==> config.mk <==
export PLATFORM = sky130hd
export DESIGN_NAME = index_packer
export DESIGN_NICKNAME = d
export VERILOG_FILES = /design/src/rtl/index_packer.sv
export SDC_FILE = /design/constraint.sdc
export NUM_CORES = 1
export LEC_CHECK = 0
export CORE_MARGIN = 2
export CORE_UTILIZATION = 49
export CTS_BUF_LIST = sky130_fd_sc_hd__clkbuf_16
export CTS_CLUSTER_SIZE = 25
export DETAILED_ROUTE_END_ITERATION = 12
export GPL_TIMING_DRIVEN = 0
export PLACE_DENSITY = 0.79
export REMOVE_ABC_BUFFERS = 1
export SYNTH_ARGS = -nofsm -noshare
export SYNTH_HDL_FRONTEND = slang
export SYNTH_SLANG_ARGS = --single-unit
==> constraint.sdc <==
create_clock -name clk -period 2.94 [get_ports clk]
set_input_delay 0.588 -clock clk [delete_from_list [all_inputs] [get_ports clk]]
set_output_delay 0.588 -clock clk [all_outputs]
set_load 0.005 [all_outputs]
==> src/rtl/index_packer.sv <==
`timescale 1ns/1ps
// ---------------------------------------------------------------------------
// index_packer
// Transmit side of the PE index-batch interface. It takes one tile header
// (the nonzero count), then a serial stream of (row, col) nonzero indices.
// It packs these into PE_NUMBER-lane batches and issues each batch together
// with the count of entries still outstanding in the tile. The index parser
// downstream uses that count to build its lane masks.
//
// Ports
//   clk, rst_n                          clock, asynchronous active-low reset
//   i_tile_valid / o_tile_ready         tile header handshake (ready only in IDLE)
//   i_tile_nnz   [RW-1:0]               nonzeros in the tile
//   i_idx_valid / o_idx_ready           index entry handshake (ready only in FILL)
//   i_row [LOG2_HEIGHT-1:0]             entry row index
//   i_col [LOG2_PES-1:0]                entry column index
//   o_batch_valid / i_batch_ready       batch handshake (valid only in SEND)
//   o_row_index  [PE_NUMBER*LOG2_HEIGHT-1:0]   lane k row at [k*LOG2_HEIGHT +: LOG2_HEIGHT]
//   o_col_index  [PE_NUMBER*LOG2_PES-1:0]      lane k col at [k*LOG2_PES +: LOG2_PES]
//   o_remain_count [RW-1:0]             entries left in tile, including this batch
//   o_tile_done                         one-cycle pulse once the tile is fully issued
// ---------------------------------------------------------------------------
module index_packer #(
    parameter int PE_NUMBER   = 32,
    parameter int LOG2_HEIGHT = 4,
    parameter int LOG2_PES    = 5,
    parameter int LOG2_K      = 5,
    localparam int RW         = LOG2_HEIGHT + LOG2_K
) (
    input  logic                             clk,
    input  logic                             rst_n,
    input  logic                             i_tile_valid,
    output logic                             o_tile_ready,
    input  logic [RW-1:0]                    i_tile_nnz,
    input  logic                             i_idx_valid,
    output logic                             o_idx_ready,
    input  logic [LOG2_HEIGHT-1:0]           i_row,
    input  logic [LOG2_PES-1:0]              i_col,
    output logic                             o_batch_valid,
    input  logic                             i_batch_ready,
    output logic [PE_NUMBER*LOG2_HEIGHT-1:0] o_row_index,
    output logic [PE_NUMBER*LOG2_PES-1:0]    o_col_index,
    output logic [RW-1:0]                    o_remain_count,
    output logic                             o_tile_done
);

    localparam int FW = $clog2(PE_NUMBER + 1);

    localparam logic [1:0] S_IDLE = 2'd0;
    localparam logic [1:0] S_FILL = 2'd1;
    localparam logic [1:0] S_SEND = 2'd2;

    logic [1:0]                     r_state;
    // Low during reset, set on the first clock after release so that
    // o_tile_ready only rises once reset has been released.
    logic                           r_alive;
    logic [FW-1:0]                  r_fill_cnt;
    logic [RW-1:0]                  r_remain;
    logic [PE_NUMBER*LOG2_HEIGHT-1:0] r_row_index;
    logic [PE_NUMBER*LOG2_PES-1:0]  r_col_index;
    logic                           r_tile_done;

    logic [FW-1:0]                  w_target;
    logic [FW-1:0]                  w_fill_inc;
    logic [RW-1:0]                  w_fill_ext;
    logic [RW-1:0]                  w_remain_next;

    // Lanes needed for the batch being filled: a full batch unless the tile
    // has fewer entries left than there are lanes.
    assign w_target      = (r_remain >= RW'(PE_NUMBER)) ? FW'(PE_NUMBER) : r_remain[FW-1:0];
    assign w_fill_inc    = r_fill_cnt + FW'(1);
    assign w_fill_ext    = {{(RW-FW){1'b0}}, r_fill_cnt};
    assign w_remain_next = (r_remain > w_fill_ext) ? (r_remain - w_fill_ext) : '0;

    always_ff @(posedge clk or negedge rst_n) begin
        if (!rst_n) begin
            r_state     <= S_IDLE;
            r_alive     <= 1'b0;
            r_fill_cnt  <= '0;
            r_remain    <= '0;
            r_row_index <= '0;
            r_col_index <= '0;
            r_tile_done <= 1'b0;
        end else begin
            r_alive     <= 1'b1;
            r_tile_done <= 1'b0;
            case (r_state)
                S_IDLE: begin
                    if (i_tile_valid && r_alive) begin
                        r_remain    <= i_tile_nnz;
                        r_fill_cnt  <= '0;
                        r_row_index <= '0;
                        r_col_index <= '0;
                        // An empty tile issues no batch, only the done pulse.
                        if (i_tile_nnz != '0) begin
                            r_state <= S_FILL;
                        end else begin
                            r_tile_done <= 1'b1;
                        end
                    end
                end
                S_FILL: begin
                    if (i_idx_valid) begin
                        for (int k = 0; k < PE_NUMBER; k++) begin
                            if (r_fill_cnt == FW'(k)) begin
                                r_row_index[k*LOG2_HEIGHT +: LOG2_HEIGHT] <= i_row;
                                r_col_index[k*LOG2_PES +: LOG2_PES]       <= i_col;
                            end
                        end
                        r_fill_cnt <= w_fill_inc;
                        if (w_fill_inc == w_target) begin
                            r_state <= S_SEND;
                        end
                    end
                end
                S_SEND: begin
                    if (i_batch_ready) begin
                        r_remain    <= w_remain_next;
                        r_fill_cnt  <= '0;
                        r_row_index <= '0;
                        r_col_index <= '0;
                        if (w_remain_next == '0) begin
                            r_state     <= S_IDLE;
                            r_tile_done <= 1'b1;
                        end else begin
                            r_state <= S_FILL;
                        end
                    end
                end
                default: r_state <= S_IDLE;
            endcase
        end
    end

    // Handshake flags decode straight from state; lane data comes from
    // registers that are cleared between batches, so unfilled lanes read 0.
    assign o_tile_ready   = r_alive && (r_state == S_IDLE);
    assign o_idx_ready    = (r_state == S_FILL);
    assign o_batch_valid  = (r_state == S_SEND);
    assign o_remain_count = o_batch_valid ? r_remain : '0;
    assign o_row_index    = r_row_index;
    assign o_col_index    = r_col_index;
    assign o_tile_done    = r_tile_done;

endmodule
======== Word-level counts from Yosys, hierarchy flattened ========
Index checks and enable logic that the tools add are counted.
operators by class
  add/sub/neg operators ................... 2
  multipliers ............................. 0
  divide/modulo/power cells ............... 0
  order comparisons ....................... 2
  eq/ne operators ......................... 71
  shift-type cells ........................ 0
  muxes and demuxes ....................... 94
  bitwise gates (word level) .............. 0
  reductions and logical operators ........ 43
operators with widths
  operator                                                                             number
  160-bit two-way mux                                                                  3
  160-bit one-hot mux with 3 select lines                                              1
  128-bit two-way mux                                                                  3
  128-bit one-hot mux with 3 select lines                                              1
  5-bit AND reduction                                                                  33
  5-bit two-way mux                                                                    32
  4-bit two-way mux                                                                    32
  6-bit by 5-bit equality test with 1-bit output, second input constant                16
  2-bit by 1-bit != test with 1-bit output, second input constant                      34
  6-bit by 4-bit equality test with 1-bit output, second input constant                8
  9-bit two-way mux                                                                    4
  6-bit by 3-bit equality test with 1-bit output, second input constant                4
  6-bit two-way mux                                                                    4
  6-bit one-hot mux with 3 select lines                                                1
  9-bit one-hot mux with 2 select lines                                                1
  6-bit by 2-bit equality test with 1-bit output, second input constant                2
  2-bit two-way mux                                                                    5
  9-bit by 6-bit greater-or-equal comparator with 1-bit output, second input constant  1
  9-bit by 6-bit > comparator with 1-bit output                                        1
  9-bit zero test                                                                      1
  9-bit nonzero test                                                                   1
  9-bit by 6-bit subtractor with 9-bit output                                          1
  6-bit by 1-bit adder with 6-bit output, second input constant                        1
  6-bit by 1-bit equality test with 1-bit output, second input constant                1
  14 further kinds                                                                     21
storage, ports and cells
  flip-flop bits (word level) ............. 307
  bits in latches ......................... 0
  RAM bits ................................ 0
  memory bits (read-only) ................. 0
  bits of input ports ..................... 23
  output and inout port bits .............. 301
  word-level logic and storage cells ...... 281
  memories ................................ 0

======== Logic depth before layout (Yosys ltp) ========
Gate-level depths: netlist (run 1).
  depth after elaboration ................. 6
  mapped depth ............................ 11
  depth with buffers taken out ............ 10

======== Worst setup path before layout (run 1) ========
OpenSTA, ideal clock, no wires.
  path kind ............................... register to register
  start point ............................. register r_fill_cnt[4]
  end point ............................... register r_remain[6]
  arrival time ............................ 2.443 ns
  data required time ...................... 2.819 ns
  setup slack ............................. 0.376 ns
  stages on the path, launching flop included .. 11
  path buffers ............................ 2
  cells stage by stage .................... dfrtp_1 clkbuf_1 inv_1 ha_1 buf_6 a21oi_2 nor2_1 or3_1 a2111oi_4 o31ai_2 a22o_1
on the way
  cells in the longest elaborated chain, start to end .. 4
  elaborated cells between the ends (all ways) .. 5
  classes of those cells .................. add/sub (1); order compare (1); mux (3)
ends and longest elaborated chain
  item                                                                                                          RTL line  RTL
  start, declared                                                                                               57        logic [FW-1:0] r_fill_cnt;
  start signal, assigned                                                                                        110       r_fill_cnt <= w_fill_inc;
  9-bit by 6-bit subtractor with 9-bit output or 9-bit by 6-bit > comparator with 1-bit output (tied branches)  73        assign w_remain_next = (r_remain > w_fill_ext) ? (r_remain - w_fill_ext) : '0;
  9-bit two-way mux *                                                                                           73
  9-bit two-way mux *                                                                                           117       if (i_batch_ready) begin
  9-bit one-hot mux with 2 select lines *                                                                       87        case (r_state)
  end signal, assigned                                                                                          90        r_remain <= i_tile_nnz;
  end signal, assigned                                                                                          118       r_remain <= w_remain_next;
  end, declared                                                                                                 58        logic [RW-1:0] r_remain;
Mark *: on every way between the ends. The rest lies on a longest branch, timed or not. The select of a mux whose other input is x is not followed.
A chain may end at the register's enable or synchronous reset.

======== Worst setup path after layout (run 1) ========
  start point ............................. register r_remain[0]
  end point ............................... register r_remain[8]
on the way
  cells in the longest elaborated chain, start to end .. 4
  elaborated cells between the ends (all ways) .. 5
  classes of those cells .................. add/sub (1); order compare (1); mux (3)
ends and longest elaborated chain
  item                                                                                                          RTL line
  9-bit by 6-bit subtractor with 9-bit output or 9-bit by 6-bit > comparator with 1-bit output (tied branches)  73
  9-bit two-way mux *                                                                                           73
  9-bit two-way mux *                                                                                           117
  9-bit one-hot mux with 2 select lines *                                                                       87
Marks and branches as above.

==> results.md, run 1 <==
* GRT Overall Usage at 0.267
* Post-Synth Simple-Gate Area at 0.140
* First-pass iteration count of the detailed router at 5
* Setup WS pre-CTS at -1.79 ns
* Die W at 161 µm
* Post-synthesis compound-gate area fraction at 0.173
* CP Class: reg2reg
* Worst vdd ir at 590 µV
* # port buffers at 323
* Initial Util at 0.498
* Worst skew pair latency at 0.54 ns
* CP Launch Type: register
* Number of synthesized register bits at 307
* Placed Cells at 1796
* H-tree levels at 1
* Period utilization at 0.944
* Max Slew Vio Count at 0
* Synth cell types at 54
* CP Max Fanout at 4
* Final Hold Vio Count at 0
* Reg clk slew, reported paths at 0.07 ns
* Cells after synthesis at 1224
* Via count at 9987
* CTS root buf: clkbuf_16
* Fill count at 1860
* Largest family of logic cells by synthesized area: compound AO/OA/AOI/OAI gates
* Crit-path cells: inv_1, ha_1, inv_1, fa_1, a211oi_2, o21bai_2, a2111oi_4, xnor2_1, o311ai_0, o21a_1
* Req. time, crit path at 3.42 ns
* Post-route insts no fill at 1858
* Worst hold path type: reg2reg
* Critical Path Sink Type: register
* Number of synthesized flops with an enable pin at 0
* Critical path arrival at 3.26 ns
* Layout cell share with drive strength beyond 1 at 0.0567
* Relative slew slack at 0.185
* Slowest CP cell: dfrtp_1
* Clk_skew at 0.00935 ns
* Clock sink count at 307
* Final-stage net count at 1543
* Die area at 26000 µm²
* XOR/XNOR Fraction of Synth Area at 0.00908
* Maximum clock frequency at 0.360 GHz
* Cell Rows at 57
* P_leak at 0.00738 µW
* Post-synthesis adder-cell area fraction at 0.0120
* Vias in the first global route at 9519
* Drt drc at 0
* Average instance area after synthesis at 9.90 µm²
* Overflow after GRT at 0
* Clk buf depth at 3
* Die Y-Extent at 161 µm
* Power Density at 1210 nW/µm²
* Detail Placement HPWL at 23.0 mm
* CTS tree: built
* Synth warn at 0
* CTS buffer count at 31
* Initial antenna violation count at 0
* Setup violations, final at 0
* Post-layout minimum cycle time at 2.77 ns
* FFs w/ async S/R, synth at 1.00
* Layout area overhead at 37.7%
* Largest net degree at the start of global routing at 126
* Initial drt markers at 735
* Wirelength per Cell at 18.6 µm
* Diode count at 0
* IO Pins at 324
* Worst slew pin tran at 1.22 ns
* Outcome: finished, final reports clean
* DRT antenna net count at 0
* Largest stage delay, worst path at 0.42 ns
* Netlist Area Pre-Place at 12100 µm²
* Core footprint at 24300 µm²
* Final WL at 34.6 mm
* Worst setup margin at 0.165 ns
* Final hold slack at 0.477 ns
* Ys flop type: dfrtp_1
* RSZ-0062 raised after global routing: no
* CP most frequent cell: inv_1
* Mux cell area share after synthesis at 0
* Max-cap violations at 0
* Sequential fraction of the synthesis area at 0.634
* Via density at 5.38
* First-pass GRT wire length at 54.5 mm
* RePlAce Congestion at 0.873
cell families after synthesis:
logic type	Yosys count
compound gates	382
xor+xnor	11
fa+ha+maj	11
buf+inv	92
flops	307
other cells	1
simple gates	420
synthesized netlist by cell type (all sizes together), types with 5 or more instances:
cell | n | area, µm²
xnor2 | 9 | 78.8
o21ai | 333 | 1670
inv | 13 | 48.8
and2 | 8 | 50.1
dfrtp | 307 | 7680
nand2 | 361 | 1360
o21a | 8 | 60.1
ha | 10 | 125
nand2b | 5 | 31.3
buf | 25 | 134
nand3 | 9 | 45.0
a21oi | 8 | 43.8
clkbuf | 54 | 203
o311ai | 6 | 52.6
nor2 | 13 | 48.8
metal layers:
layer  track usage  up-vias  share of wire
met5             0        -              0
met1         0.364     4834           0.41
met3        0.0349       89          0.066
met4         0.107        0          0.042
li1              -     4707              -
met2         0.441      357           0.48
cells in the final DEF, fill, tap and decap left out, types with 2 or more instances in the layout:
cell,Yosys,routed
a2111oi_4,2,2
a211oi_1,2,2
a21oi_1,7,6
a22o_1,2,2
a2bb2oi_1,2,2
and2_1,8,8
buf_16,0,4
buf_4,1,2
bufinv_16,0,5
clkbuf_16,0,31
clkdlybuf4s50_1,0,322
clkinv_1,0,2
clkinv_2,0,7
clkinv_4,0,4
clkinvlp_4,0,2
dfrtp_1,307,306
ha_1,10,10
inv_1,13,18
inv_6,0,2
nand2_1,361,347
nand2_2,0,14
nand2b_1,5,3
nand2b_4,0,2
nand3_1,9,9
nand3b_1,3,3
nor2_1,13,13
nor2b_1,3,3
nor3_1,2,2
nor3b_1,4,4
nor4_1,3,3
o21a_1,8,8
o21ai_0,333,333
o22ai_1,3,3
o311ai_0,6,6
o41ai_1,2,2
or3_1,2,2
or4_1,2,2
xnor2_1,9,9
area by class of cell:
type | instances | area, µm² | share of cell area
inverters | 13 | 56.3 | 0.00337
repair inverters | 1 | 5.00 | 0.000300
multi-input cells | 825 | 4120 | 0.247
repair buffers | 330 | 3370 | 0.202
clock buffers | 31 | 776 | 0.0465
flip-flops and latches | 307 | 7680 | 0.460
well taps | 324 | 405 | 0.0243
clock inverters | 27 | 272 | 0.0163
worst max-delay path: cells and delay by family (launching register included):
kind	cells	cell delay, ns
buf+inv	2	0.21
xor+xnor	1	0.12
compound gates	5	1.34
flops	1	0.42
fa+ha+maj	2	0.62
path summary, 6_finish.rpt:
check                                       from  cells past startpoint  slack, ns               end
worst max-delay path                 r_remain[0]                     10       0.17       r_remain[8]
max in group asynchronous                  rst_n                      4       0.89  o_col_index[117]
worst min register to register  o_col_index[137]                      2       0.48  o_col_index[137]
worst min-delay path            o_col_index[137]                      2       0.48  o_col_index[137]
min in group asynchronous                  rst_n                      2       0.59  o_col_index[103]
worst max register to register       r_remain[0]                     10       0.17       r_remain[8]
what timing repair did:
item	4_1_cts	5_1_grt
endpoints found under the setup margin	302	279
buffers inserted	1	1
gates cloned	1	0
endpoints found under the hold margin	57	0
pin swaps	0	1
hold buffers	1	0
resized for setup	13	4
sequential cells by signal (all words and copies together), names as in the netlist:
signal       cells
o_col_index    160
o_row_index    128
r_remain         9
r_fill_cnt       6
r_state          2
o_tile_done      1
r_alive          1
stage by stage:
stage / area, µm² / total power [µW] / TNS, ns / util
final: 16700 / 20200 / 0 / 0.686
after global routing: 16700 / 21600 / 0 / 0.686
after CTS: 16700 / 20300 / 0 / 0.685
after detailed placement: 15600 / 16300 / -474.59 / 0.640
after global placement: 15400 / 15900 / -4013.24 / 0.634
after floorplan: 11800 / 10700 / -22.34 / -
where the power goes:
part	internal, µW	switching [µW]
logic	4600	4120
clock network	2360	1630
registers	6270	1240
total	13200	7000
(Power assumes the default switching activity.)
==> run 2: changes to the inputs <==
- SLEW_MARGIN: not set -> 40
==> run 2 against run 1 <==
Effect of this change:
- sequential share of layout area increased by 0.083 points
- critical endpoint is now o_idx_ready
- non-clock buffer count unchanged
- sequential power about the same
- largest cell class unchanged
- critical path type is now reg2out
==> results.md, run 2 (same netlist as run 1, synthesis figures left out) <==
* RePlAce Congestion at 0.873 (unchanged)
* Critical Path Sink Type: primary output
* Setup violations, final at 0 (unchanged)
* Largest net degree at the start of global routing at 75 (-40%)
* CTS buffer count at 31 (unchanged)
* Initial antenna violation count at 0 (unchanged)
* Die W at 161 µm (unchanged)
* Layout area overhead at 37.4%
* Placed Cells at 1797 (+0.056%)
* Power Density at 1200 nW/µm² (-0.71%)
* Die Y-Extent at 161 µm (unchanged)
* TNS Setup at 0 ns (unchanged)
* P_leak at 0.00736 µW (-0.23%)
* Post-layout minimum cycle time at 2.86 ns (+0.0815 ns)
* Maximum clock frequency at 0.350 GHz (-2.9%)
* Initial drt markers at 927 (+26%)
* Core footprint at 24300 µm² (unchanged)
* CTS tree: built
* Worst hold path type: reg2reg
* CP Class: reg2out
* Die area at 26000 µm² (unchanged)
* CTS root buf: clkbuf_16
* Initial Util at 0.498 (unchanged)
* Cell Rows at 57 (unchanged)
* Final Hold Vio Count at 0 (unchanged)
* Largest register FFs at 160 (unchanged)
* Final-stage net count at 1542 (-0.065%)
* Outcome: finished, final reports clean
* Period utilization at 0.972 (+0.0277)
* Reg clk slew, reported paths at 0.07 ns (about the same)
* GRT Overall Usage at 0.272 (+0.00442)
* RSZ-0062 raised after global routing: yes
* Drt drc at 0 (unchanged)
* Diode count at 0 (unchanged)
* Commonest non-fill, non-tap cell in the layout: nand2_1
* Wirelength per Cell at 18.9 µm (+1.6%)
* Worst skew pair latency at 0.55 ns (about the same)
* Clk buf depth at 3 (unchanged)
* Worst slew pin tran at 0.841 ns (-0.379 ns)
* Clock sink count at 307 (unchanged)
* Critical path arrival at 2.27 ns (-0.99 ns)
* Detail Placement HPWL at 23.4 mm (+1.7%)
* IO Pins at 324 (unchanged)
* Max-cap violations at 0 (unchanged)
* Most frequent cells in the layout: nand2_1, o21ai_0, clkdlybuf4s50_1
* First-pass iteration count of the detailed router at 5 (unchanged)
* Post-route insts no fill at 1856 (-0.11%)
* Final WL at 35.1 mm (+1.5%)
* First-pass GRT wire length at 55.3 mm (+1.6%)
* CP Launch Type: register
* DRT antenna net count at 0 (unchanged)
* Via density at 5.41 (+0.60%)
* Via count at 10036 (+0.49%)
* CP Max Fanout at 48 (+44)
* # port buffers at 323 (unchanged)
* Placed inst area at 15600 µm² (+0.44%)
* Clk_skew at 0.0156 ns (+0.00627 ns)
* Layout cell share with drive strength beyond 1 at 0.0496 (-0.00711)
* H-tree levels at 1 (unchanged)
* Relative slew slack at 0.437 (+0.252)
* Overflow after GRT at 0 (unchanged)
* Cell area after layout at 16700 µm² (-0.18%)
* Vias in the first global route at 9673 (+1.6%)
* Max Slew Vio Count at 0 (unchanged)
* Worst vdd ir at 619 µV (+4.9%)
* Req. time, crit path at 2.35 ns (-1.07 ns)
==> run 2: cell count changes in the layout (fill, tap and decap cells not counted), moves of 2 or more <==
cell / previous run / this run
nand2_2: 14 / 4
bufinv_16: 5 / 3
inv_8: 0 / 2
clkinv_2: 7 / 5
clkinv_4: 4 / 1
clkinv_1: 2 / 5
nand2_1: 347 / 352
nand2_4: 0 / 5
inv_6: 2 / 0
inv_1: 18 / 20
==> run 2: final cells by class <==
cell class,count,area (µm²)
sequential,307,7680
fill,1837,7660
multi-input combinational,825,4140
timing repair buffer,330,3390
clock buffer,31,776
tap,324,405
clock inverter,26,203
inverter,13,60.1
==> run 2: power by group <==
group	switching, µW	internal (µW)	leakage [µW]	total, µW
sequential	1260	6270	0.00388	7530
combinational	4160	4580	0.00298	8750
clock	1610	2170	0.000510	3780
total	7030	13000	0.00736	20100
==> run 2: worst paths after layout <==
path / cells after the start / end / slack, ns / startpoint
min in group asynchronous: 2 / o_col_index[102] / 0.54 / rst_n
worst max register to register: 10 / r_state[0] / 0.23 / r_remain[0]
worst min-delay path: 2 / o_col_index[67] / 0.48 / o_col_index[67]
worst min register to register: 2 / o_col_index[67] / 0.48 / o_col_index[67]
worst max-delay path: 4 / o_idx_ready / 0.08 / r_state[1]
max in group asynchronous: 4 / o_col_index[13] / 1.40 / rst_n
==> run 2: critical path: stages, from the launching register on <==
cell and delay, ns:
dfrtp_1 0.46, inv_1 0.11, nand2_1 0.22, inv_8 0.34, clkdlybuf4s50_1 0.58
==> run 2: repair_timing <==
action | CTS | global route
setup buffers | 0 | 1
setup endpoints to repair | 290 | 16
pin swaps | 0 | 1
cloned | 0 | 0
hold buffers | 1 | 0
endpoints found under the hold margin | 44 | 0
resized for setup | 4 | 7
==> run 2: per-stage QoR <==
stage | setup slack [ns] | hold WS, ns | utilization | power, µW
finish | 0.0837 | 0.476 | 0.685 | 20100
global route | -0.0221 | 0.499 | 0.685 | 21400
CTS | 0.00387 | 0.483 | 0.684 | 20100
detailed placement | -0.763 | 0.469 | 0.642 | 16300
global placement | -11.61 | 0.461 | 0.634 | 15900
floorplan | -0.0819 | 0.292 | - | 10700
==> run 2: metal layers <==
metal  vias up  GRT usage  part of all wire
met5         -          0                 0
met1      4878      0.363              0.41
met2       374      0.448              0.49
met3        85     0.0395             0.058
met4         0      0.119             0.045
li1       4699          -                 -
==> run 3: changes to the inputs <==
- CAP_MARGIN: not set -> 25
==> results of run 3 <==
Same layout as run 2: the final DEF is identical, and so are final timing and power.
